[src/rtl/gpio_debounce.sv]
`default_nettype none
// ============================================================================
// Module   : gpio_debounce
// Purpose  : Per-pin input conditioning between the raw GPIO pads and the
//            GPIO controller input bus. Each pad goes through a 2-flop
//            synchroniser, then a glitch filter. The filter is a saturating
//            stable-sample counter. It accepts a level change only after
//            Teff = max(flt_thresh_i,1) consecutive differing samples.
//
// Ports    : hclk          clock
//            hreset        asynchronous reset, active-high
//            gpio_pad_i    raw asynchronous pad inputs        [GPIO_NUM]
//            flt_en_i      per-pin filter enable, 0 = bypass  [GPIO_NUM]
//            flt_thresh_i  samples required to accept change  [CNT_WIDTH]
//            presc_div_i   sample divider                     [PRESC_WIDTH]
//                          (only with GPIO_DEBOUNCE_PRESC_EN)
//            gpio_filt_o   filtered synchronous level         [GPIO_NUM]
//            gpio_chg_o    one-cycle pulse per filt change    [GPIO_NUM]
//
// Options  : define GPIO_DEBOUNCE_PRESC_EN to add the sample prescaler.
//            Enabled pins then sample only every presc_div_i+1 cycles.
//            Without it, every cycle is a sample tick.
//
// Revision : 1.0 - initial release
// ============================================================================
module gpio_debounce #(
    parameter int GPIO_NUM    = 32,
    parameter int CNT_WIDTH   = 8,
    parameter int PRESC_WIDTH = 16
) (
    input  logic                   hclk,
    input  logic                   hreset,
    input  logic [GPIO_NUM-1:0]    gpio_pad_i,
    input  logic [GPIO_NUM-1:0]    flt_en_i,
    input  logic [CNT_WIDTH-1:0]   flt_thresh_i,
`ifdef GPIO_DEBOUNCE_PRESC_EN
    input  logic [PRESC_WIDTH-1:0] presc_div_i,
`endif
    output logic [GPIO_NUM-1:0]    gpio_filt_o,
    output logic [GPIO_NUM-1:0]    gpio_chg_o
);

    // Reject out-of-range configurations at elaboration time.
    if (GPIO_NUM < 1 || GPIO_NUM > 32 || CNT_WIDTH < 1 || PRESC_WIDTH < 1) begin : g_bad_params
        $error("gpio_debounce: parameter out of range");
    end

    localparam logic [CNT_WIDTH:0] c_one = (CNT_WIDTH+1)'(1);

    logic [GPIO_NUM-1:0]  r_sync0;
    logic [GPIO_NUM-1:0]  r_sync1;
    logic [GPIO_NUM-1:0]  r_filt;
    logic [GPIO_NUM-1:0]  r_chg;
    logic [GPIO_NUM-1:0]  w_filt_next;
    logic                 w_tick;
    logic [CNT_WIDTH:0]   w_teff;

    // Threshold of 0 behaves as 1. One extra bit lets cnt+1 be compared
    // without wrapping, so a counter at full scale always accepts.
    assign w_teff = (flt_thresh_i == '0) ? c_one : {1'b0, flt_thresh_i};

    // ------------------------------------------------------------------------
    // Sample tick
    // ------------------------------------------------------------------------
`ifdef GPIO_DEBOUNCE_PRESC_EN
    logic [PRESC_WIDTH-1:0] r_pc;

    // Use >= rather than ==. If the divider is lowered below the current
    // count, the next cycle ticks immediately instead of waiting for a wrap.
    assign w_tick = (r_pc >= presc_div_i);

    always_ff @(posedge hclk or posedge hreset) begin
        if (hreset) begin
            r_pc <= '0;
        end else if (w_tick) begin
            r_pc <= '0;
        end else begin
            r_pc <= r_pc + PRESC_WIDTH'(1);
        end
    end
`else
    assign w_tick = 1'b1;
`endif

    // ------------------------------------------------------------------------
    // Per-pin filter
    // ------------------------------------------------------------------------
    for (genvar i = 0; i < GPIO_NUM; i++) begin : g_pin
        logic [CNT_WIDTH-1:0] r_cnt;
        logic [CNT_WIDTH-1:0] w_cnt_next;
        logic [CNT_WIDTH:0]   w_cnt_inc;
        logic                 w_nf;

        assign w_cnt_inc = {1'b0, r_cnt} + c_one;

        always_comb begin
            w_nf       = r_filt[i];
            w_cnt_next = r_cnt;
            if (!flt_en_i[i]) begin
                // Bypass follows sync1 every cycle, regardless of the tick.
                w_nf       = r_sync1[i];
                w_cnt_next = '0;
            end else if (w_tick) begin
                if (r_sync1[i] == r_filt[i]) begin
                    w_cnt_next = '0;
                end else if (w_cnt_inc >= w_teff) begin
                    w_nf       = r_sync1[i];
                    w_cnt_next = '0;
                end else begin
                    w_cnt_next = w_cnt_inc[CNT_WIDTH-1:0];
                end
            end
        end

        assign w_filt_next[i] = w_nf;

        always_ff @(posedge hclk or posedge hreset) begin
            if (hreset) begin
                r_cnt <= '0;
            end else begin
                r_cnt <= w_cnt_next;
            end
        end
    end

    // ------------------------------------------------------------------------
    // Synchroniser, filtered level and change pulse
    // ------------------------------------------------------------------------
    always_ff @(posedge hclk or posedge hreset) begin
        if (hreset) begin
            r_sync0 <= '0;
            r_sync1 <= '0;
            r_filt  <= '0;
            r_chg   <= '0;
        end else begin
            r_sync0 <= gpio_pad_i;
            r_sync1 <= r_sync0;
            r_filt  <= w_filt_next;
            // Registered with filt, so the pulse coincides with the first
            // cycle in which the new level is visible.
            r_chg   <= w_filt_next ^ r_filt;
        end
    end

    assign gpio_filt_o = r_filt;
    assign gpio_chg_o  = r_chg;

endmodule
`default_nettype wire

[config.mk]
export PLATFORM = sky130hd
export DESIGN_NAME = gpio_debounce
export DESIGN_NICKNAME = d
export VERILOG_FILES = /design/src/rtl/gpio_debounce.sv
export SDC_FILE = /design/constraint.sdc
export NUM_CORES = 1
export LEC_CHECK = 0
export ABC_AREA = 1
export BUFFER_PORTS_ARGS = -buffer_cell sky130_fd_sc_hd__buf_2
export CORE_MARGIN = 4
export CORE_UTILIZATION = 56
export DETAILED_ROUTE_END_ITERATION = 8
export PLACE_DENSITY = 0.78
export SYNTH_ARGS = -nofsm -noshare
export SYNTH_HDL_FRONTEND = slang
export SYNTH_SLANG_ARGS = --single-unit
[constraint.sdc]
create_clock -name hclk -period 12.1 [get_ports hclk]
set_clock_uncertainty 0.2 [all_clocks]
set_input_delay 0.605 -clock hclk [delete_from_list [all_inputs] [get_ports hclk]]
set_output_delay 0.605 -clock hclk [all_outputs]
set_load 0.1 [all_outputs]
# Word-level counts from Yosys, hierarchy flattened
# Index checks and enable logic that the tools add are counted.
# op_classes
addsub	32
mul	0
div_mod_pow	0
order_cmp	32
eq_ne	32
shift	0
mux	193
bitwise	1
reduce_logical	1
# ops
operator	count
8-bit 2-to-1 mux	97
8-bit by 1-bit adder with 9-bit output (second input constant)	32
9-bit by 8-bit greater-or-equal comparator with 1-bit output	32
1-bit 2-to-1 mux	96
1-bit equality test	32
32-bit XOR	1
8-bit zero test	1
# totals
ff_bits	384
latchBits	0
mem_bits_rw	0
romBits	0
inputBits	74
out_inout_bits	64
memories	0

# Depth between registers and ports, before layout
# Gate-level depths: netlist of the first run.
# depth
word_depth	7
depth_mapped	19

# Worst setup path after synthesis of the first run
# OpenSTA, ideal clock, no wires.
# synth_path
path_type	input -> register
from	input port flt_thresh_i[7]
to	register r_filt[25], in the netlist gpio_filt_o[25]
setup_time_ns	0.121
arrival_time_ns	3.246
required_ns	11.779
slack_ns	8.533
path_stages	17
n_path_buf	0
cell_sequence	inv_1 -> a41o_1 -> ha_1 -> inv_1 -> nand2_1 -> a21oi_1 -> nand2_1 -> nand2_1 -> nand2_1 -> nand2_1 -> nand2_1 -> nand2_1 -> nand2_1 -> nand2_1 -> nand2_1 -> nand2_1 -> nand2_1
# synth_between
elab_chain_len	6
# synth_lines
element	line_no	rtl
start, declared	35	input logic [CNT_WIDTH-1:0] flt_thresh_i,
8-bit zero test	60	assign w_teff = (flt_thresh_i == '0) ? c_one : {1'b0, flt_thresh_i};
8-bit 2-to-1 mux *	60	
9-bit by 8-bit greater-or-equal comparator with 1-bit output *	106	end else if (w_cnt_inc >= w_teff) begin
1-bit 2-to-1 mux *	106	
1-bit 2-to-1 mux *	104	if (r_sync1[i] == r_filt[i]) begin
1-bit 2-to-1 mux *	99	if (!flt_en_i[i]) begin
via g_pin[25].w_nf	92	logic w_nf;
end signal, assigned	138	r_filt <= w_filt_next;
end, declared	52	logic [GPIO_NUM-1:0] r_filt;
# The timed path passes the listed nets; every way through them passes the cells marked *.

# Final worst setup path of the first run
# layout_path
from	input port flt_thresh_i[5]
to	register r_filt[25], in the netlist gpio_filt_o[25]
# The elaborated chain is that of the path after synthesis.

==> results of run 1 <==
## state kept, by name (all words and copies together), names as in the netlist
signal       cells
gpio_filt_o     32
gpio_chg_o      32
g_pin.r_cnt    256
r_sync0         32
r_sync1         32
## where the power goes
| group | internal, W | leakage (nW) | switching (W) |
|---|---|---|---|
| registers | 0.00133 | 5.09 | 0.0000378 |
| logic | 0.000138 | 9.00 | 0.000390 |
| clock network | 0.000792 | 0.711 | 0.000536 |
| total | 0.00226 | 14.8 | 0.000964 |
## worst max-delay path by stage
stage                                             end  slack [ps]  depth (start not counted)            start
after global routing        gpio_filt_o[25]$_DFF_PP0_        8280                         19  flt_thresh_i[5]
final                       gpio_filt_o[25]$_DFF_PP0_        8550                         19  flt_thresh_i[5]
after CTS                   gpio_filt_o[25]$_DFF_PP0_        8570                         19  flt_thresh_i[5]
after floorplan           g_pin[0].r_cnt[0]$_DFF_PP0_         620                          1           hreset
after global placement      gpio_filt_o[25]$_DFF_PP0_        8120                         19  flt_thresh_i[7]
after detailed placement    gpio_filt_o[25]$_DFF_PP0_        7970                         19  flt_thresh_i[7]
## area by class of cell
type | count | area, µm²
fill | 3271 | 14490
multi-input combinational | 1910 | 12230
sequential | 384 | 9609
inverter | 421 | 1590
clock buffer | 61 | 1266
timing repair buffer | 178 | 1086
tap | 532 | 665.6
clock inverter | 16 | 165.2
antenna | 1 | 2.502
## cells by family (layout without fill, tap and decap cells)
group           after synthesis  count (layout)  synth area share, %
flops                       384             384                40.90
xor+xnor                    205             205                7.706
fa+ha+maj                   256             256                13.63
buf+inv                     430             676                7.040
compound gates              172             172                4.250
simple gates               1277            1277                26.47
other cells                   0               1                    0
## worst max-delay path, stage by stage
cell,delay (ps)
buf_2,100
clkinv_1,40
buf_4,510
a41o_2,990
ha_1,380
inv_1,50
nand2_1,50
a21oi_1,170
nand2_1,90
nand2_1,90
nand2_1,50
nand2_1,50
nand2_1,40
nand2_1,50
nand2_1,50
nand2_1,130
nand2_1,170
nand2_1,90
nand2_1,50
## metrics by stage
stage / setup slack [ps] / area [µm²]
after detailed placement: 7968 / 24860
after global placement: 8115 / 24860
after global routing: 8276 / 26620
final: 8554 / 26620
after floorplan: 624.2 / 23500
after CTS: 8565 / 26620
## metal layers
layer  vias to the layer above  part of all wire (%)  track usage (%)  wire (µm)
met1                      8729                    44            29.09      22630
met3                       135                   4.1            3.717       2085
met5                         -                 0.023                0         12
li1                       9268                     -                -          -
met2                       333                    48            39.36      24510
met4                         2                   3.8            9.418       1956
## cells in the final DEF, fill, tap and decap left out, types with 5 or more instances in the layout
cell type / synthesis / final
a21boi_0: 6 / 6
nand3_1: 176 / 176
nor3_2: 54 / 54
a21oi_1: 107 / 107
o21ai_0: 10 / 10
and3_1: 26 / 26
clkbuf_8: 0 / 8
a21oi_2: 8 / 8
buf_4: 1 / 8
xor2_1: 159 / 159
nor2_1: 272 / 272
nor4_1: 8 / 8
nand4_1: 47 / 47
dfrtp_1: 384 / 384
buf_2: 3 / 137
nand2_2: 14 / 14
dlygate4sd3_1: 0 / 32
nand2_1: 502 / 502
nand3b_1: 33 / 33
o21ai_1: 12 / 12
nor2_2: 24 / 24
a21o_1: 5 / 5
nand3_2: 26 / 26
ha_1: 256 / 256
clkinv_2: 0 / 10
clkbuf_1: 0 / 8
inv_1: 420 / 415
a21boi_1: 5 / 5
clkbuf_16: 0 / 45
xnor2_1: 44 / 44
nor3b_1: 6 / 6
nor3_1: 61 / 61
==> run metrics, run 1 <==
status=complete, no violations; post-synth top area share=40.90%; FP Rows=74; nets=3,268; Worst Reg2Reg Path Length in Cells=13; vias in the first global route=18,860; port bufs=137; post-CTS setup buffer count=0; Routed WL per cell=14.61 µm; Clock Path Buffers=3; Min-Delay Path Class=input port to async pin; Area growth syn-to-layout=13.29%; non-filler cells, final=3,503; post-synthesis sequential area ratio=40.90%; I/O pins=138; Synth Instances=2,724; TNS Setup=0 ps; max-slew violations=0; CP max FO=33; CP Capture Type=flop; Avg Inst Size Synth=8.625 µm²; asr flop ratio synth=100.0%; Setup violations, final=0; 1st-iter DRT viols=911; Worst-Margin Slew=997.1 ps; Arr. time, crit path=3800 ps; Synth Cell Area=23,500 µm²; RR Endpoint=g_pin[0].r_cnt[0]$_DFF_PP0_; antenna violations before repair=2; first-pass GRT wire length=86,890 µm; clk root buf=clkbuf_16; leading register cell type out of synthesis=dfrtp_1; post-DR vias/cell=5.272; final worst path period need=3547 ps; dpl cells=3,393; cts hold-fix bufs=32; post-layout util=64.75%; fmax=0.2820 GHz; Peak VDD IR=0.1097 mV; die width=212.8 µm; routed vias=18,470; Max-cap violations=0; Final GP Congestion=0.8617; CTS buffer count=43; Pwr per Cell Area=121.3 nW/µm²; Synth area leaders=dfrtp_1 41%, ha_1 14%, nand2_1 8.0%, inv_1 6.7%, xor2_1 5.9%; Pwr Total=0.003228 W; Yosys cell types=52; layout cell share with drive strength beyond 1=12.39%; Worst R2R Setup Slack=9250 ps; Max-slew headroom=33.53%; Worst-Skew Late Latency=570 ps; Clock H-tree levels=2; Worst EP required=12,360 ps; CTS resizes=0; CTS tree=built; Synthesis Warnings=0; die area=45,300 µm²; EDFF count, synth=0; ANT nets after route=0; Residual DRC=0; most frequent cell after synthesis=nand2_1; GRT Util Overall=22.95%; synth cell count leaders=502 x nand2_1, 420 x inv_1, 384 x dfrtp_1; Synth area leader=dfrtp_1; DP HPWL=35,210 µm; Post-Syn Nets=3,054; Synth Register Bits=384; WL final=51,190 µm; total gr overflow=0; Clk pin slew, worst setup/hold paths=50 ps; r2r startpoint=g_pin[0].r_cnt[2]$_DFF_PP0_; CP Class=input port to flop; CP startpoint kind=input port; largest net degree at the start of global routing=170; Tcrit/Tclk final=29.31%; first drt pass iteration count=5; CTS Sinks=384; Fin. Hold Viols=0; Hold WS=44.80 ps; RSZ-0062 raised after global routing=false; leakage power=14.80 nW; Initial Util=57.15%; Die Ht=212.8 µm; Core ar.=41,110 µm²
Note: power is estimated with default switching activity, not from simulation.
==> inputs of run 2 (changes only) <==
--- a/config.mk
+++ b/config.mk
@@ -8,9 +8,9 @@
 export ABC_AREA = 1
 export BUFFER_PORTS_ARGS = -buffer_cell sky130_fd_sc_hd__buf_2
 export CORE_MARGIN = 4
-export CORE_UTILIZATION = 56
+export CORE_UTILIZATION = 59
 export DETAILED_ROUTE_END_ITERATION = 8
-export PLACE_DENSITY = 0.78
+export PLACE_DENSITY = 0.79
 export SYNTH_ARGS = -nofsm -noshare
 export SYNTH_HDL_FRONTEND = slang
 export SYNTH_SLANG_ARGS = --single-unit
==> constraint.sdc (replaced) <==
create_clock -name hclk -period 3.28 [get_ports hclk]
set_clock_uncertainty 0.2 [all_clocks]
set_input_delay 0.164 -clock hclk [delete_from_list [all_inputs] [get_ports hclk]]
set_output_delay 0.164 -clock hclk [all_outputs]
set_load 0.1 [all_outputs]
==> run 2 against run 1 <==
Register-to-register slack got worse by 8800 ps. Global-route usage up 1.7 points. Worst setup slack worse by 8100 ps. Final cell count up 0.97%. Design area rose by 2.0%. First-iteration DRC count is 12% higher. Clock power grew to 3.7 times the previous value. Highest routed layer is now met4. Die area decreased by 4.9%. Hold slack lost 4.3 ps. Sequential share of layout area is 0.72 points lower. Critical path type is now flop to flop. Critical path depth shrank 5.
==> run metrics, run 2 (synthesis gave the netlist of run 1 again) <==
status=complete, no violations; total gr overflow=0; Clock H-tree levels=2; Clk pin slew, worst setup/hold paths=60 ps; TNS Setup=0 ps; Min-Delay Path Class=input port to flop; Setup violations, final=0; ANT nets after route=0; layout cell share with drive strength beyond 1=12.59%; Largest Register=g_pin.r_cnt; slowest cell on the critical path=dfrtp_1; r2r startpoint=g_pin[21].r_cnt[0]$_DFF_PP0_; final instance area=27,160 µm²; hold path start=gpio_pad_i[18]; nets=3,315; I/O pins=138; crit-path cells=ha_1 > nand3_2 > nor3_2 > xnor2_1 > inv_1 > ha_1 > nand2_1 > nor3_1 > a21oi_1 > nand2_1 > nor2_4 > nand3_1 > nand2_1 > nand2_1; CP max FO=5; CTS Sinks=384; vias in the first global route=19,600; port bufs=137; Arr. time, crit path=3130 ps; DP HPWL=35,900 µm; leakage power=15.04 nW; Worst-Margin Slew=772.8 ps; Pwr Total=0.01206 W; Max-slew headroom=48.00%; antenna violations before repair=0; Die Ht=207.6 µm; FP Rows=72; die area=43,080 µm²; Tcrit/Tclk final=87.39%; Core ar.=39,010 µm²; Hold Path Sink=r_sync0[18]$_DFF_PP0_; Ant. Diodes=0; CTS tree=built; most frequent cells in the layout=502 x nand2_1, 413 x inv_1, 384 x dfrtp_1; routed vias=18,700; Worst-Skew Late Latency=570 ps; fillcell total=2,953; post-DR vias/cell=5.288; Area growth syn-to-layout=15.59%; CP Capture Type=flop; Max-cap violations=0; Worst Reg2Reg Path Length in Cells=14; Largest register FFs=256; 1st-iter DRT viols=1,020; first drt pass iteration count=5; most frequent cell on the critical path=nand2_1; final worst path period need=2866 ps; commonest non-fill, non-tap cell in the layout=nand2_1; CTS buffer count=42; post-CTS setup buffer count=0; Clock Path Buffers=3; hold depth=2; Worst EP required=3540 ps; max-slew violations=0; RR Endpoint=gpio_filt_o[21]$_DFF_PP0_; Worst R2R Setup Slack=410 ps; CTS resizes=0; Routed WL per cell=14.95 µm; first-pass GRT wire length=90,490 µm; Initial Util=60.23%; Pwr per Cell Area=443.9 nW/µm²; Final GP Congestion=0.8779; CP Class=flop to flop; CP startpoint=g_pin[21].r_cnt[0]$_DFF_PP0_; CP startpoint kind=flop; Peak VDD IR=0.4758 mV; GRT Util Overall=24.67%; largest net degree at the start of global routing=111; RSZ-0062 raised after global routing=false; clk root buf=clkbuf_16; crit-path max cell delay=430 ps; Residual DRC=0; area post-placement=24,960 µm²; WL final=52,860 µm; die width=207.6 µm; Fin. Hold Viols=0; fmax=0.3489 GHz
## run 2: repair_timing
item,in CTS,in global routing
hold buffers,74,0
endpoints found under the setup margin,0,0
hold endpoints to repair,708,0
## run 2: critical path: cells and delay by family (launching register included)
family | cells | cell delay [ps]
xor gates and xnor gates | 1 | 200
and+or+nand+nor | 9 | 1080
buffers and inverters | 1 | 80
AOI/OAI and AO/OA | 1 | 170
adders and majority gates | 2 | 590
DFF | 1 | 430
## run 2: layout make-up
cell class              instances  area, µm²  share of cell area [%]
flip-flops and latches        384       9609                   35.38
well taps                     518      648.1                   2.387
clock inverters                19      239.0                  0.8800
multi-input cells            1910      12230                   45.04
repair buffers                226       1627                   5.989
clock buffers                  59       1215                   4.474
inverters                     421       1587                   5.842
## run 2: power by group
part | total (W) | internal (W) | switching (W)
logic | 0.00201 | 0.000559 | 0.00145
clock network | 0.00498 | 0.00299 | 0.00199
registers | 0.00507 | 0.00492 | 0.000146
total | 0.0121 | 0.00847 | 0.00359
## run 2: how the worst max path moves through the flow
stage,end,cells after the start,slack [ps]
after floorplan,g_pin[0].r_cnt[0]$_DFF_PP0_,1,-2250
after global placement,gpio_filt_o[24]$_DFF_PP0_,19,-50
after detailed placement,g_pin[13].r_cnt[2]$_DFF_PP0_,15,-120
after CTS,gpio_filt_o[21]$_DFF_PP0_,14,440
after global routing,g_pin[22].r_cnt[1]$_DFF_PP0_,12,190
final,gpio_filt_o[21]$_DFF_PP0_,14,410
## run 2: per-stage QoR
step	std cells	hold WS (ps)	util (%)	worst slack, ps
3_3_place_gp	3385	29.91	63.99	-48.51
5_1_grt	3537	23.67	69.62	188.2
6_report	3537	40.53	69.62	413.8
4_1_cts	3537	0.02981	69.62	441.3
3_5_place_dp	3385	38.37	63.99	-118.7
2_1_floorplan	2724	-4.570	-	-2246
## run 2: per-layer routing
| metal | part of all wire [%] | vias up | wire length (µm) | global-route usage, % |
|---|---|---|---|---|
| li1 | - | 9367 | - | - |
| met1 | 42 | 8848 | 22290 | 30.45 |
| met2 | 50 | 383 | 26460 | 44.21 |
| met3 | 4.6 | 104 | 2446 | 3.687 |
| met4 | 3.2 | 0 | 1668 | 8.687 |
| met5 | 0 | - | 0 | 0 |
==> inputs of run 3 (changes only) <==
--- a/config.mk
+++ b/config.mk
@@ -7,7 +7,7 @@
 export LEC_CHECK = 0
 export ABC_AREA = 1
 export BUFFER_PORTS_ARGS = -buffer_cell sky130_fd_sc_hd__buf_2
-export CORE_MARGIN = 4
+export CORE_MARGIN = 2
 export CORE_UTILIZATION = 59
 export DETAILED_ROUTE_END_ITERATION = 8
 export PLACE_DENSITY = 0.79
==> run 3 against run 2 <==
Non-clock buffer count increased by 5. Sequential cell count unchanged. Wire length decreased by 1.4%. Combinational power about the same. Hold slack got worse by 10 ps. Die area decreased by 3.8%. Critical path depth decreased by 1. Clock power decreased by 2%. Utilization decreased by 0.94 points. Fmax increased by 0.54%. Count of clock-buffer cells in the layout decreased by 5. Critical path type unchanged. Critical endpoint is now g_pin[0].r_cnt[0]$_DFF_PP0_. Largest cell class unchanged.
==> run metrics, run 3 (synthesis gave the netlist of run 1 again) <==
status=complete, no violations; Hold WS=30.30 ps; die width=203.6 µm; port bufs=137; RSZ-0062 raised after global routing=false; P_int=0.008405 W; CP endpoint=g_pin[0].r_cnt[0]$_DFF_PP0_; clock power share=40.8%; clk root buf=clkbuf_16; Gate power share=16.9%; Core ar.=39,550 µm²; Net Sw Frac=29.76%; Min-Delay Path Class=input port to flop; CTS Sinks=384; Ant. Diodes=0; CP startpoint kind=flop; Arr. time, crit path=3150 ps; most frequent cells in the layout=502 x nand2_1, 413 x inv_1, 384 x dfrtp_1; RR Endpoint=g_pin[0].r_cnt[0]$_DFF_PP0_; max-slew violations=0; Setup violations, final=0; Crit path depth=13; Switch Pwr=0.003561 W; Clock Path Buffers=3; Peak VDD IR=0.4003 mV; Fin. Hold Viols=0; Reg power frac=42.3%; ANT nets after route=0; Worst Reg2Reg Path Length in Cells=13; CTS resizes=0; Clk pin slew, worst setup/hold paths=60 ps; vias in the first global route=19,160; CP startpoint=g_pin[0].r_cnt[0]$_DFF_PP0_; Worst-Margin Slew=809.3 ps; critical path buffer and inverter count=1; Residual DRC=0; most frequent cell on the critical path=nand3_1; WL final=52,130 µm; leakage power=15.05 nW; slowest cell on the critical path=dfrtp_1; largest net degree at the start of global routing=81; CP max FO=8; I/O pins=138; commonest non-fill, non-tap cell in the layout=nand2_1; nets=3,321; CTS buffer count=43; Max-cap violations=0; final worst path period need=2851 ps; 1st-iter DRT viols=1,055; post-DR vias/cell=5.314; GRT Util Overall=26.07%; Worst-Skew Late Latency=580 ps; FP Rows=73; dpl cells=3,401; Setup WS post-layout=429.1 ps; post-layout util=68.68%; non-filler cells, final=3,546; antenna violations before repair=0; DP HPWL=36,600 µm; pre-CTS WS=470.5 ps; Tcrit/Tclk final=86.92%; Largest Register=g_pin.r_cnt; routed vias=18,840; CP Class=flop to flop; crit-path max cell delay=410 ps; fmax=0.3508 GHz; first drt pass iteration count=7; Initial Util=59.41%; r2r startpoint=g_pin[0].r_cnt[0]$_DFF_PP0_; layout cell share with drive strength beyond 1=12.84%; CTS tree=built; Top delay family on crit path=simple AND/OR/NAND/NOR gates; total gr overflow=0; Worst R2R Setup Slack=430 ps; die area=41,430 µm²; Max-slew headroom=45.93%; Final GP Congestion=0.8560; Worst EP required=3580 ps; Die Ht=203.6 µm; Area growth syn-to-layout=15.61%; Largest register FFs=256; CP Capture Type=flop; Routed WL per cell=14.70 µm; crit-path cells=ha_1 > nand3_1 > nand3b_1 > xor2_1 > inv_1 > ha_1 > nand3_1 > nor2_1 > nand3_1 > o2111ai_1 > nor2_2 > nand4_2 > nor2_1; first-pass GRT wire length=88,690 µm; Clock H-tree levels=2; TNS Setup=0 ps; Pwr per Cell Area=440.5 nW/µm²; fillcell total=3,014
[run 3: worst min-delay path by stage]
| stage | startpoint | endpoint | slack (ps) | cells after the start |
|---|---|---|---|---|
| 6_report | gpio_pad_i[0] | r_sync0[0]$_DFF_PP0_ | 30 | 2 |
| 5_1_grt | gpio_pad_i[22] | r_sync0[22]$_DFF_PP0_ | 10 | 2 |
| 4_1_cts | gpio_pad_i[23] | r_sync0[23]$_DFF_PP0_ | 2 | 2 |
| 3_5_place_dp | gpio_pad_i[20] | r_sync0[20]$_DFF_PP0_ | 70 | 1 |
| 3_3_place_gp | gpio_pad_i[1] | r_sync0[1]$_DFF_PP0_ | 70 | 1 |
| 2_1_floorplan | gpio_pad_i[0] | r_sync0[0]$_DFF_PP0_ | -5 | 0 |
[run 3: timing repair]
action                    4_1_cts  5_1_grt
hold buffers                   70        0
setup buffers                   0        0
hold endpoints to repair      359        0
[run 3: layout make-up]
| type | instances | area [µm²] | area share (%) |
|---|---|---|---|
| clock inverter | 21 | 226.5 | 0.8338 |
| sequential | 384 | 9609 | 35.38 |
| inverter | 421 | 1587 | 5.841 |
| timing repair buffer | 231 | 1642 | 6.044 |
| multi-input combinational | 1910 | 12230 | 45.04 |
| tap | 525 | 656.9 | 2.418 |
| clock buffer | 54 | 1209 | 4.450 |
[run 3: layer usage]
layer | wire length [µm] | share of wire [%] | vias to the layer above | global-route usage, %
met3 | 2507 | 4.8 | 133 | 4.362
met2 | 24750 | 47 | 440 | 43.87
met4 | 2079 | 4.0 | 0 | 11.50
li1 | - | - | 9374 | -
met1 | 22790 | 44 | 8896 | 33.19
met5 | 0 | 0 | - | 0
[run 3: power groups by stage]
stage	combinational (W)	clock [W]	sequential (W)
finish	0.00202	0.00488	0.00506
CTS	0.00203	0.00500	0.00506
detailed placement	0.00195	0	0.00515
floorplan	0.000914	0	0.00568
global route	0.00223	0.00520	0.00508
global placement	0.00190	0	0.00514
[run 3: metrics by stage]
step           power (W)  cell area, µm²
3_3_place_gp    0.007032           25030
6_report         0.01197           27160
3_5_place_dp    0.007095           25030
5_1_grt          0.01251           27160
2_1_floorplan   0.006595           23500
4_1_cts          0.01209           27160
